[config.mk]
export PLATFORM = sky130hd
export DESIGN_NAME = bit64_add_sub
export DESIGN_NICKNAME = d
export VERILOG_FILES = /design/src/rtl/bit64_addsub_pkg.sv /design/src/rtl/full_adder_1b.sv /design/src/rtl/bit64_add_sub.sv
export SDC_FILE = /design/constraint.sdc
export NUM_CORES = 1
export LEC_CHECK = 0
export CAP_MARGIN = 0
export CORE_ASPECT_RATIO = 0.7
export CORE_MARGIN = 2
export CORE_UTILIZATION = 39
export DETAILED_ROUTE_END_ITERATION = 6
export GPL_ROUTABILITY_DRIVEN = 0
export PLACE_DENSITY = 0.77
export SLEW_MARGIN = 20
export SYNTH_ARGS = -nofsm -noshare
export SYNTH_HDL_FRONTEND = slang
export SYNTH_HIERARCHICAL = 1
export SYNTH_SLANG_ARGS = --single-unit
export TNS_END_PERCENT = 50
[constraint.sdc]
create_clock -name clk -period 2.59 [get_ports clk]
set_input_delay 0.6475 -clock clk [delete_from_list [all_inputs] [get_ports clk]]
set_output_delay 0.6475 -clock clk [all_outputs]
set_load 0.005 [all_outputs]
[src/rtl/bit64_addsub_pkg.sv]
// Shared constants and types for the 64-bit adder/subtractor.
// Latency: n/a (declarations only).
// Backpressure: n/a.
// Contents: ADDSUB_W word width, OP_ADD/OP_SUB mode encodings on c_in,
//           word_t signed data word, is_sub() mode decode helper.
package bit64_addsub_pkg;

  localparam int ADDSUB_W = 64;

  // c_in doubles as the operation select and the carry into bit 0.
  localparam logic OP_ADD = 1'b0;
  localparam logic OP_SUB = 1'b1;

  typedef logic signed [ADDSUB_W-1:0] word_t;

  function automatic logic is_sub(input logic op);
    return (op == OP_SUB) && (op != OP_ADD);
  endfunction

endpackage

[src/rtl/full_adder_1b.sv]
// One-bit gate-level full adder, the cell of the ripple carry chain.
// Latency: combinational.
// Backpressure: none.
// Ports: a, b, cin - addend bits and carry in
//        s         - sum bit (a ^ b ^ cin)
//        cout      - carry out (a&b | (a^b)&cin)
module full_adder_1b (
  input  logic a,
  input  logic b,
  input  logic cin,
  output logic s,
  output logic cout
);

  logic half_sum;
  logic gen;
  logic prop;

  xor u_x1 (half_sum, a, b);
  xor u_x2 (s, half_sum, cin);
  and u_a1 (gen, a, b);
  and u_a2 (prop, half_sum, cin);
  or  u_o1 (cout, gen, prop);

endmodule

[src/rtl/bit64_add_sub.sv]
// 64-bit two's-complement add/sub (c_in=0: a+b, c_in=1: a-b) for the ALU.
// Latency: 1 cycle, result and flags registered together.
// Backpressure: none; accepts a new operation every cycle.
// Ports: clk, rst (async, active high)
//        a, b       - operands, signed two's complement
//        c_in       - mode and carry-in: 0 add, 1 subtract
//        sum        - registered result modulo 2^64
//        c_out      - registered carry out of bit 63 (no-borrow on subtract)
//        overflow   - registered signed overflow
//        zf, sf     - registered sum==0 and sum[63]; present only with
//                     macro ADDSUB_CC_EN defined
module bit64_add_sub
  import bit64_addsub_pkg::*;
(
  input  logic                clk,
  input  logic                rst,
  input  logic [ADDSUB_W-1:0] a,
  input  logic [ADDSUB_W-1:0] b,
  input  logic                c_in,
  output word_t               sum,
  output logic                c_out,
`ifdef ADDSUB_CC_EN
  output logic                overflow,
  output logic                zf,
  output logic                sf
`else
  output logic                overflow
`endif
);

  logic                mode_sub;
  logic [ADDSUB_W-1:0] b_mod;
  logic [ADDSUB_W:0]   carry;
  logic [ADDSUB_W-1:0] sum_d;
  logic                ovf_d;

  assign mode_sub = is_sub(c_in);

  // Subtract is a + ~b + 1: invert b and feed the +1 in as the carry into bit 0.
  assign b_mod    = b ^ {ADDSUB_W{mode_sub}};
  assign carry[0] = mode_sub;

  genvar i;
  generate
    for (i = 0; i < ADDSUB_W; i++) begin : g_rca
      full_adder_1b u_fa (
        .a   (a[i]),
        .b   (b_mod[i]),
        .cin (carry[i]),
        .s   (sum_d[i]),
        .cout(carry[i+1])
      );
    end
  endgenerate

  // Signed overflow: carry into the sign bit disagrees with carry out of it.
  assign ovf_d = carry[ADDSUB_W-1] ^ carry[ADDSUB_W];

  always_ff @(posedge clk or posedge rst) begin
    if (rst) begin
      sum      <= '0;
      c_out    <= 1'b0;
      overflow <= 1'b0;
    end else begin
      sum      <= word_t'(sum_d);
      c_out    <= carry[ADDSUB_W];
      overflow <= ovf_d;
    end
  end

`ifdef ADDSUB_CC_EN
  // Flags derive from the unregistered sum so they land in the same cycle as sum.
  always_ff @(posedge clk or posedge rst) begin
    if (rst) begin
      zf <= 1'b0;
      sf <= 1'b0;
    end else begin
      zf <= (sum_d == '0);
      sf <= sum_d[ADDSUB_W-1];
    end
  end
`endif

endmodule

==> impl_metrics.env <==
export IMPL_status="finished, violations left"
export IMPL_violations="negative setup slack"
export IMPL_crit_required_ns=2.80
export IMPL_critPathMostFrequentCell="fa_2"
export IMPL_use_met2_pct=33.23
export IMPL_met3_usage_pct=9.103
export IMPL_ys_warnings_count=6
export IMPL_slew_headroom_pct=66.58
export IMPL_grt_pass1_wl_um=14260
export IMPL_hold_viol=0
export IMPL_grt_ovfl_total=0
export IMPL_vdd_drop_max_uv=396.7
export IMPL_initial_core_util_pct=39.93
export IMPL_gr_usage_met1_pct=21.57
export IMPL_avgSynthCellArea_um2=17.77
export IMPL_core_area_um2=9035
export IMPL_cts_tree="built"
export IMPL_antenna_left=0
export IMPL_placed_cell_area_um2=5838
export IMPL_clk_pin_slew_ns=0.06
export IMPL_crit_type="input pin to flop"
export IMPL_maxSlewViolCount=0
export IMPL_vias=2284
export IMPL_synth_cell_types=6
export IMPL_fin_ws_ns=-20.72
export IMPL_io_pins=197
export IMPL_antenna_found_initial=0
export IMPL_routed_wl_um=8959
export IMPL_cp_arrival_ns=23.52
export IMPL_dieArea_um2=10050
export IMPL_yosysSeqAreaShare_pct=45.79
export IMPL_portBuffers=196
export IMPL_startpoint_type="input pin"
export IMPL_cp_slowest_cell="fa_2"
export IMPL_first_global_vias=2736
export IMPL_p_total_w=0.004031
export IMPL_fin_crit_sh_pct=900.0
export IMPL_fin_nets=605
export IMPL_final_common_cell="clkdlybuf4s50_1"
export IMPL_cap_violations=0
export IMPL_drive_above_1_share_pct=21.98
export IMPL_ys_ff_latch=66
export IMPL_cts_sinks=66
export IMPL_finalCriticalPeriod_ns=23.31
export IMPL_cts_root_buf="clkbuf_16"
export IMPL_cp_end_kind="flop"
export IMPL_hpwl_um=7237
export IMPL_dp_slack_ns=-21.45
export IMPL_die_y_um=84.47
export IMPL_setup_violations=61
export IMPL_rsz0062_at_grt="yes"
export IMPL_first_pass_iters=4
export IMPL_crit_fanout=3
export IMPL_viasPerCell=4.245
export IMPL_fmax_ghz=0.04290
export IMPL_grt_max_degree=67
export IMPL_holdWs_ns=0.7325
export IMPL_final_cell_area_um2=6152
export IMPL_die_w_um=119.0
export IMPL_power_density_nw_per_um2=655.2
export IMPL_synthesis_nets=398
export IMPL_cts_made_buffers=9
export IMPL_hold_buffers=0
export IMPL_critPathMaxStageDelay_ns=0.37
export IMPL_worstMarginPinSlew_ns=0.5013
export IMPL_syn2layout_area_growth_pct=70.55
export IMPL_clk_path_buf_depth=2
export IMPL_num_rows=29
export IMPL_grt_busiest_layer="met2"
export IMPL_netlist_instances=203
export IMPL_drt_wirelength_per_cell_um=16.65
export IMPL_hold_class="input pin to async pin"
export IMPL_final_cell_mix="clkdlybuf4s50_1 (192), dfrtp_1 (66), fa_2 (64), xor2_1 (63), clkbuf_16 (9)"
export IMPL_grt_usage_pct=19.26
export IMPL_syn_cell_area_um2=3607
export IMPL_cts_max_level=3
export IMPL_p_leak_nw=2.427
export IMPL_drt_iter0_drc=43
export IMPL_diodes=0
export IMPL_drc_errors=0
[cells by family after synthesis]
logic type	after synthesis	share of synthesized area [%]
XOR/XNOR	65	15.78
adder cells (fa/ha/maj)	64	35.52
buffers and inverters	8	2.914
flip-flops	66	45.79
[metrics by stage]
step	TNS (ns)	util, %	cells
after floorplan	-658.94	-	203
after global placement	-691.43	64.62	522
after detailed placement	-700.21	64.62	522
after CTS	-661.86	68.09	538
after global routing	-675.99	68.09	538
final	-660.21	68.09	538
[layer usage]
layer  part of all wire (%)  up-vias
li1                       -     1017
met3                    9.9        9
met5                      0        -
met1                     37     1138
met4                    1.0        0
met2                     52      120
[cells in the mapped netlist, drive strengths merged]
cell   instances  share of area (%)
inv            1               0.10
buf            7                2.8
fa            64                 36
xor2          65                 16
dfrtp         66                 46
[timing repair]
item,in CTS,in global routing
pin swaps,2,0
endpoints found under the setup margin,62,61
gates resized for setup,11,0
buffers inserted,1,0
[worst max-delay path: cells and delay by family]
kind,cells,cell delay (ns)
XOR/XNOR,2,0.31
buffers and inverters,1,0.10
adder cells (fa/ha/maj),64,22.39
[cell type report]
type	instances	area (um2)
Clock buffer	13	280.3
Clock inverter	2	10.01
Fill cell	635	2883
Inverter	1	3.754
Multi-Input combinational cell	129	2026
Sequential cell	66	1652
Tap cell	124	155.1
Timing Repair Buffer	203	2026
[state kept, by name, summed over array words and instances (netlist names)]
signal / cells
c_out: 1
overflow: 1
sum: 64
[where the power goes]
| part | leakage [nW] | internal [W] | switching [W] |
|---|---|---|---|
| sequential | 0.769 | 0.00134 | 0.0000891 |
| clock | 0.147 | 0.000742 | 0.000403 |
| combinational | 1.51 | 0.000939 | 0.000519 |
| total | 2.43 | 0.00302 | 0.00101 |
[path summary, 6_finish.rpt]
check | slack [ns] | depth (start not counted) | from | end
max in group asynchronous | 1.56 | 3 | rst | sum[41]
hold / removal | 0.73 | 3 | rst | sum[30]
setup / recovery | -20.72 | 67 | c_in | overflow
min in group clk | 0.74 | 3 | c_in | sum[0]
Power figures use the tool's default switching activity.
